$ cat src/rtl/vga_pkg.sv
// Shared constants and types for the frame-buffer port arbiter.
// A word holds eight 3-bit pixels, pixel 0 in the most significant bits.
package vga_pkg;
    localparam int ADDR_W         = 16;
    localparam int PIX_W          = 3;
    localparam int PIX_PER_WORD   = 8;
    localparam int DATA_W         = PIX_PER_WORD * PIX_W;
    localparam int WORDS_PER_LINE = 80;

    localparam logic [1:0] OP_RD_WORD = 2'b00;
    localparam logic [1:0] OP_WR_WORD = 2'b01;
    localparam logic [1:0] OP_WR_PIX  = 2'b10;

    typedef enum logic [2:0] {
        S_IDLE,
        S_ISSUE,
        S_WAIT,
        S_RMW_RD,
        S_RMW_WT,
        S_RMW_WR
    } state_e;

    typedef enum logic [1:0] {
        TAG_NONE,
        TAG_SCAN,
        TAG_HOST
    } tag_e;
endpackage

$ cat src/rtl/vram_cmd_fifo.sv
// Host command FIFO with fall-through read and a registered ready flag.
// The caller only pushes while o_ready is high.
module vram_cmd_fifo #(
    parameter int W = 45,
    parameter int D = 4
) (
    input  logic         clock,
    input  logic         reset_n,
    input  logic         i_push,
    input  logic         i_pop,
    input  logic [W-1:0] i_wdata,
    output logic [W-1:0] o_rdata,
    output logic         o_empty,
    output logic         o_ready
);
    localparam int AW = (D > 1) ? $clog2(D) : 1;
    localparam int CW = $clog2(D + 1);

    logic [W-1:0]  r_mem [D];
    logic [AW-1:0] r_wr_ptr, r_rd_ptr;
    logic [CW-1:0] r_cnt, w_cnt_nxt;
    logic          r_ready;
    logic          w_pop;

    assign o_empty = (r_cnt == '0);
    assign w_pop   = i_pop && !o_empty;
    assign o_rdata = r_mem[r_rd_ptr];
    assign o_ready = r_ready;

    always_comb begin
        w_cnt_nxt = r_cnt;
        if (i_push && !w_pop)
            w_cnt_nxt = r_cnt + CW'(1);
        else if (!i_push && w_pop)
            w_cnt_nxt = r_cnt - CW'(1);
    end

    // Ready is derived from the next count so it is exact yet still a flop.
    always_ff @(posedge clock or negedge reset_n) begin
        if (!reset_n) begin
            r_wr_ptr <= '0;
            r_rd_ptr <= '0;
            r_cnt    <= '0;
            r_ready  <= 1'b0;
        end else begin
            if (i_push) r_wr_ptr <= r_wr_ptr + AW'(1);
            if (w_pop)  r_rd_ptr <= r_rd_ptr + AW'(1);
            r_cnt   <= w_cnt_nxt;
            r_ready <= (w_cnt_nxt != CW'(D));
        end
    end

    always_ff @(posedge clock) begin
        if (i_push) r_mem[r_wr_ptr] <= i_wdata;
    end
endmodule

$ cat src/rtl/vram_port_arbiter.sv
// Port-A owner: scanout reads take every slot they ask for, the host command
// FSM (word read/write, pixel read-modify-write) uses the remaining slots.
module vram_port_arbiter #(
    parameter int ADDR_W = vga_pkg::ADDR_W,
    parameter int DATA_W = vga_pkg::DATA_W,
    parameter int PIX_W  = vga_pkg::PIX_W,
    parameter int RD_LAT = 1,
    parameter int FIFO_D = 4
) (
    input  logic              clock,
    input  logic              reset_n,
    input  logic              scan_req,
    input  logic [ADDR_W-1:0] scan_addr,
    output logic              scan_rvalid,
    output logic [DATA_W-1:0] scan_rdata,
    output logic              scan_overrun,
    input  logic              host_valid,
    output logic              host_ready,
    input  logic [1:0]        host_op,
    input  logic [ADDR_W-1:0] host_addr,
    input  logic [2:0]        host_pix,
    input  logic [DATA_W-1:0] host_wdata,
    output logic              host_rvalid,
    output logic [DATA_W-1:0] host_rdata,
    output logic              ram_en,
    output logic              ram_we,
    output logic [ADDR_W-1:0] ram_addr,
    output logic [DATA_W-1:0] ram_wdata,
    input  logic [DATA_W-1:0] ram_rdata
);
    import vga_pkg::*;

    localparam int CMD_W = 2 + 3 + ADDR_W + DATA_W;

    state_e            r_state, w_state_nxt;
    tag_e              r_tag [0:RD_LAT];
    logic [1:0]        r_op;
    logic [2:0]        r_pix;
    logic [ADDR_W-1:0] r_addr;
    logic [DATA_W-1:0] r_wdata;
    logic              r_scan_d, r_overrun;
    logic              r_scan_rvalid, r_host_rvalid;
    logic [DATA_W-1:0] r_scan_rdata, r_host_rdata;
    logic              r_ram_en, r_ram_we;
    logic [ADDR_W-1:0] r_ram_addr;
    logic [DATA_W-1:0] r_ram_wdata;

    logic [CMD_W-1:0]  w_fifo_wdata, w_fifo_rdata;
    logic              w_fifo_empty, w_fifo_ready, w_push, w_pop;
    logic [1:0]        w_cmd_op;
    logic              w_host_go, w_host_we, w_host_ret;
    logic [DATA_W-1:0] w_merged;

    assign host_ready   = w_fifo_ready;
    assign w_push       = host_valid && w_fifo_ready;
    assign w_fifo_wdata = {host_op, host_pix, host_addr, host_wdata};
    assign w_cmd_op     = w_fifo_rdata[CMD_W-1 -: 2];
    assign w_host_ret   = (r_tag[RD_LAT] == TAG_HOST);

    assign scan_rvalid  = r_scan_rvalid;
    assign scan_rdata   = r_scan_rdata;
    assign scan_overrun = r_overrun;
    assign host_rvalid  = r_host_rvalid;
    assign host_rdata   = r_host_rdata;
    assign ram_en       = r_ram_en;
    assign ram_we       = r_ram_we;
    assign ram_addr     = r_ram_addr;
    assign ram_wdata    = r_ram_wdata;

    vram_cmd_fifo #(.W(CMD_W), .D(FIFO_D)) u_fifo (
        .clock   (clock),
        .reset_n (reset_n),
        .i_push  (w_push),
        .i_pop   (w_pop),
        .i_wdata (w_fifo_wdata),
        .o_rdata (w_fifo_rdata),
        .o_empty (w_fifo_empty),
        .o_ready (w_fifo_ready)
    );

    always_comb begin
        w_merged = ram_rdata;
        for (int i = 0; i < DATA_W / PIX_W; i++)
            if (r_pix == 3'(i))
                w_merged[DATA_W-1-PIX_W*i -: PIX_W] = r_wdata[PIX_W-1:0];
    end

    // Any host issue state simply waits while scan_req owns the slot.
    always_comb begin
        w_state_nxt = r_state;
        w_pop       = 1'b0;
        w_host_go   = 1'b0;
        w_host_we   = 1'b0;
        case (r_state)
            S_IDLE: if (!w_fifo_empty) begin
                w_pop = 1'b1;
                case (w_cmd_op)
                    OP_RD_WORD, OP_WR_WORD: w_state_nxt = S_ISSUE;
                    OP_WR_PIX:              w_state_nxt = S_RMW_RD;
                    default:                w_state_nxt = S_IDLE;
                endcase
            end
            S_ISSUE: if (!scan_req) begin
                w_host_go   = 1'b1;
                w_host_we   = (r_op == OP_WR_WORD);
                w_state_nxt = w_host_we ? S_IDLE : S_WAIT;
            end
            S_WAIT:   if (w_host_ret) w_state_nxt = S_IDLE;
            S_RMW_RD: if (!scan_req) begin
                w_host_go   = 1'b1;
                w_state_nxt = S_RMW_WT;
            end
            S_RMW_WT: if (w_host_ret) w_state_nxt = S_RMW_WR;
            S_RMW_WR: if (!scan_req) begin
                w_host_go   = 1'b1;
                w_host_we   = 1'b1;
                w_state_nxt = S_IDLE;
            end
            default: w_state_nxt = S_IDLE;
        endcase
    end

    always_ff @(posedge clock or negedge reset_n) begin
        if (!reset_n) r_state <= S_IDLE;
        else          r_state <= w_state_nxt;
    end

    always_ff @(posedge clock or negedge reset_n) begin
        if (!reset_n) begin
            for (int i = 0; i <= RD_LAT; i++) r_tag[i] <= TAG_NONE;
            r_op          <= '0;
            r_pix         <= '0;
            r_addr        <= '0;
            r_wdata       <= '0;
            r_scan_d      <= 1'b0;
            r_overrun     <= 1'b0;
            r_scan_rvalid <= 1'b0;
            r_scan_rdata  <= '0;
            r_host_rvalid <= 1'b0;
            r_host_rdata  <= '0;
            r_ram_en      <= 1'b0;
            r_ram_we      <= 1'b0;
            r_ram_addr    <= '0;
            r_ram_wdata   <= '0;
        end else begin
            r_scan_d <= scan_req;
            if (scan_req && r_scan_d) r_overrun <= 1'b1;

            r_ram_en <= 1'b0;
            r_ram_we <= 1'b0;
            r_tag[0] <= TAG_NONE;
            if (scan_req) begin
                r_ram_en   <= 1'b1;
                r_ram_addr <= scan_addr;
                r_tag[0]   <= TAG_SCAN;
            end else if (w_host_go) begin
                r_ram_en    <= 1'b1;
                r_ram_we    <= w_host_we;
                r_ram_addr  <= r_addr;
                r_ram_wdata <= r_wdata;
                r_tag[0]    <= w_host_we ? TAG_NONE : TAG_HOST;
            end
            for (int i = 1; i <= RD_LAT; i++) r_tag[i] <= r_tag[i-1];

            r_scan_rvalid <= (r_tag[RD_LAT] == TAG_SCAN);
            if (r_tag[RD_LAT] == TAG_SCAN) r_scan_rdata <= ram_rdata;
            r_host_rvalid <= (r_state == S_WAIT) && w_host_ret;
            if ((r_state == S_WAIT) && w_host_ret) r_host_rdata <= ram_rdata;

            if (w_pop) begin
                r_op    <= w_cmd_op;
                r_pix   <= w_fifo_rdata[CMD_W-3 -: 3];
                r_addr  <= w_fifo_rdata[DATA_W +: ADDR_W];
                r_wdata <= w_fifo_rdata[DATA_W-1:0];
            end else if ((r_state == S_RMW_WT) && w_host_ret) begin
                r_wdata <= w_merged;
            end
        end
    end
endmodule
$ cat config.mk
export PLATFORM = sky130hd
export DESIGN_NAME = vram_port_arbiter
export DESIGN_NICKNAME = d
export VERILOG_FILES = /design/src/rtl/vga_pkg.sv /design/src/rtl/vram_cmd_fifo.sv /design/src/rtl/vram_port_arbiter.sv
export SDC_FILE = /design/constraint.sdc
export NUM_CORES = 1
export LEC_CHECK = 0
export CAP_MARGIN = 30
export CORE_ASPECT_RATIO = 0.75
export CORE_MARGIN = 8
export CORE_UTILIZATION = 35
export DETAILED_ROUTE_END_ITERATION = 12
export PLACE_DENSITY = 0.58
export SLEW_MARGIN = 30
export SYNTH_ARGS = -nofsm -noshare
export SYNTH_HDL_FRONTEND = slang
export SYNTH_SLANG_ARGS = --single-unit
$ cat constraint.sdc
create_clock -name clock -period 2.63 [get_ports clock]
set_input_delay 0.3945 -clock clock [delete_from_list [all_inputs] [get_ports clock]]
set_output_delay 0.3945 -clock clock [all_outputs]
set_load 0.03 [all_outputs]
==> impl_results.md <==
* Outcome: finished clean
* Synthesized instance count at 772
* Drt pass-1 iters at 4
* Final Skew at 0.009584 ns
* Comb pwr share at 0.365
* Number of buffers and inverters on the critical path at 1
* Pwr Total at 20.74 mW
* Initial antenna violation count at 3
* IO Pins at 183
* Top delay family on crit path: buffers and inverters
* Final HPWL DP at 21.54 mm
* Die W at 240.0 microns
* TritonCTS Buffers at 36
* Final worst path period share at 0.8033
* Arr. time, crit path at 1.72 ns
* Worst Setup End Kind: output port
* Overflow after GRT at 0
* Starting Density at 0.3552
* Critical path class: reg2out
* Post-synthesis sequential area ratio at 0.7009
* Final setup fails at 0
* Die Area at 44170 sq um
* Number of global-route vias before repair at 7613
* Syn Nets at 868
* # fillers at 3274
* # Post-CTS Setup Buffers at 0
* Switching share of power at 0.3366
* Synth Cell Area at 13170 sq um
* Final hold vios at 0
* Setup crit start kind: flip-flop
* Clk_lat worst skew at 0.52 ns
* Commonest non-fill, non-tap cell in the layout: clkdlybuf4s50_1
* Layout area overhead at 28.21%
* Syn. warnings at 0
* Rel. slew slack at 0.5402
* Worst EP required at 2.24 ns
* Max Cap Viol at 0
* Switch Pwr at 6.979 mW
* Slew Viols, Final at 0
* Most frequent cells in the layout: clkdlybuf4s50_1, edfxtp_1, dfrtp_1, nand2_1, mux2_2
* Crit path max-delay cell type: clkdlybuf4s50_1
* Total GRT Usage at 0.1393
* Flop pwr share at 0.386
* Final Core Density at 0.4553
* Pwr dens at 1228 nW/um^2
* Seq. cell area at 9236 sq um
* Final TNS setup at 0 ns
* H-tree levels at 2
* Setup ws final at 0.5174 ns
* Rows at 61
* First-pass GRT wire length at 47.35 mm
* RSZ-0062 raised after global routing: false
* Clock Power Share at 0.249
* Clk slew on worst S/H paths at 0.06 ns
* Clock root buffer: clkbuf_16
* Ys async rst share at 0.4595
* Clk sinks at 333
* Post-place setup slack at 0.5956 ns
* Max Freq at 473.4 MHz
* Gp weighted congestion at 0.7746
* HP Class: reg2reg
* Initial drt markers at 593
* Via count at 7250
* Antenna-violating nets left at 0
* CTS tree: yes
* Clk buf depth at 3
* DRC viols at 0
* Worst-path fanout max at 9
* Area of the multi-input gates at 3661 sq um
* Post-Syn Area per Cell at 17.06 sq um
* Lkg Pwr at 6.443 nW
* Register bit total from synthesis at 333
* Critical-path cell list: clkdlybuf4s50_1
* Total wire length at 31.11 mm
* Routed vias/inst at 4.801
* Core area at 37090 sq um
* Post-synth cell types at 51
* Period minus WS final at 2.113 ns
* Post-synth EDFFs at 180
* Share of cells above drive strength 1 at 0.2149
* Primary FF master, synth: edfxtp_1
* Nets@finish at 1073
* Largest net degree at the start of global routing at 70
* Internal power at 13.76 mW
* IO buf count at 182
* Peak supply drop at 0.5487 mV
* Die height at 184.0 microns
* Worst Tran Pin Value at 0.6896 ns
* Largest stage delay, worst path at 0.75 ns
* Routed len/inst at 20.60 microns
-- power by group through the flow --
stage / clock [mW] / combinational (mW) / sequential, mW
final: 5.16 / 7.57 / 8.01
after global routing: 5.52 / 8.15 / 8.20
after CTS: 5.31 / 7.69 / 8.04
after detailed placement: 0 / 7.67 / 8.12
after global placement: 0 / 7.59 / 8.11
after floorplan: 0 / 4.08 / 8.85
-- worst paths after layout --
| kind | from | end | slack, ns | depth (start not counted) |
|---|---|---|---|---|
| max reg2reg | u_fifo.r_cnt[0] | r_wdata[12] | 0.63 | 6 |
| min in group asynchronous | reset_n | ram_addr[3] | 0.46 | 2 |
| min | r_tag[3] | r_tag[1] | 0.35 | 0 |
| max | u_fifo.o_ready | host_ready | 0.52 | 1 |
| max in group asynchronous | reset_n | u_fifo.r_rd_ptr[1] | 1.35 | 3 |
| min reg2reg | r_tag[3] | r_tag[1] | 0.35 | 0 |
-- through the flow --
step	instances	cell area, sq um	hold slack, ns
after CTS	1509	16890	0.3510
after floorplan	772	13170	0.09891
final	1510	16890	0.3512
after detailed placement	1442	15650	0.3379
after global placement	1442	15650	0.3336
after global routing	1509	16890	0.3648
-- cell usage after synthesis (all sizes together), types with 8 or more instances --
library cell / number / area [sq um]
nor2: 28 / 107.6
nand2: 82 / 310.3
mux4: 44 / 1021
buf: 31 / 212.7
edfxtp: 180 / 5405
inv: 8 / 30.03
clkbuf: 13 / 50.04
mux2i: 35 / 350.3
a221o: 14 / 140.1
o21ai: 20 / 100.1
mux2: 83 / 1013
a21oi: 8 / 40.04
dfrtp: 153 / 3829
-- sequential cells by signal, summed over array words and instances (netlist names), 2 cells and up --
register,count
u_fifo.r_wr_ptr,2
u_fifo.r_mem,180
ram_wdata,24
ram_addr,16
host_rdata,24
u_fifo.r_cnt,3
r_pix,3
u_fifo.r_rd_ptr,2
r_tag,4
r_state,3
scan_rdata,24
r_addr,16
r_op,2
r_wdata,24
-- repair_timing --
item,in CTS,in global routing
hold endpoints to repair,67,0
gates resized for setup,0,0
hold buffers,1,0
-- per-layer routing --
metal	vias to the layer above	GRT usage	share of wire
met5	-	0	0.0012
met4	6	0.03634	0.017
met3	47	0.03685	0.064
met2	165	0.2086	0.45
met1	3696	0.1991	0.47
li1	3336	-	-
-- cell families after synthesis --
group | synth area share
multiplexers | 0.1810
flip-flops | 0.7009
AND/OR/NAND/NOR | 0.05024
AO/OA/AOI/OAI | 0.03628
buffers and inverters | 0.02222
adder cells (fa/ha/maj) | 0.006648
XOR/XNOR | 0.002659
-- final cells by class --
class / count / share of cell area
tap: 504 / 0.03734
antenna: 1 / 0.0001482
clock inverter: 19 / 0.01178
multi-input combinational: 387 / 0.2168
sequential: 333 / 0.5469
timing repair buffer: 211 / 0.1247
inverter: 8 / 0.001778
clock buffer: 47 / 0.06067
Power figures use the tool's default switching activity.
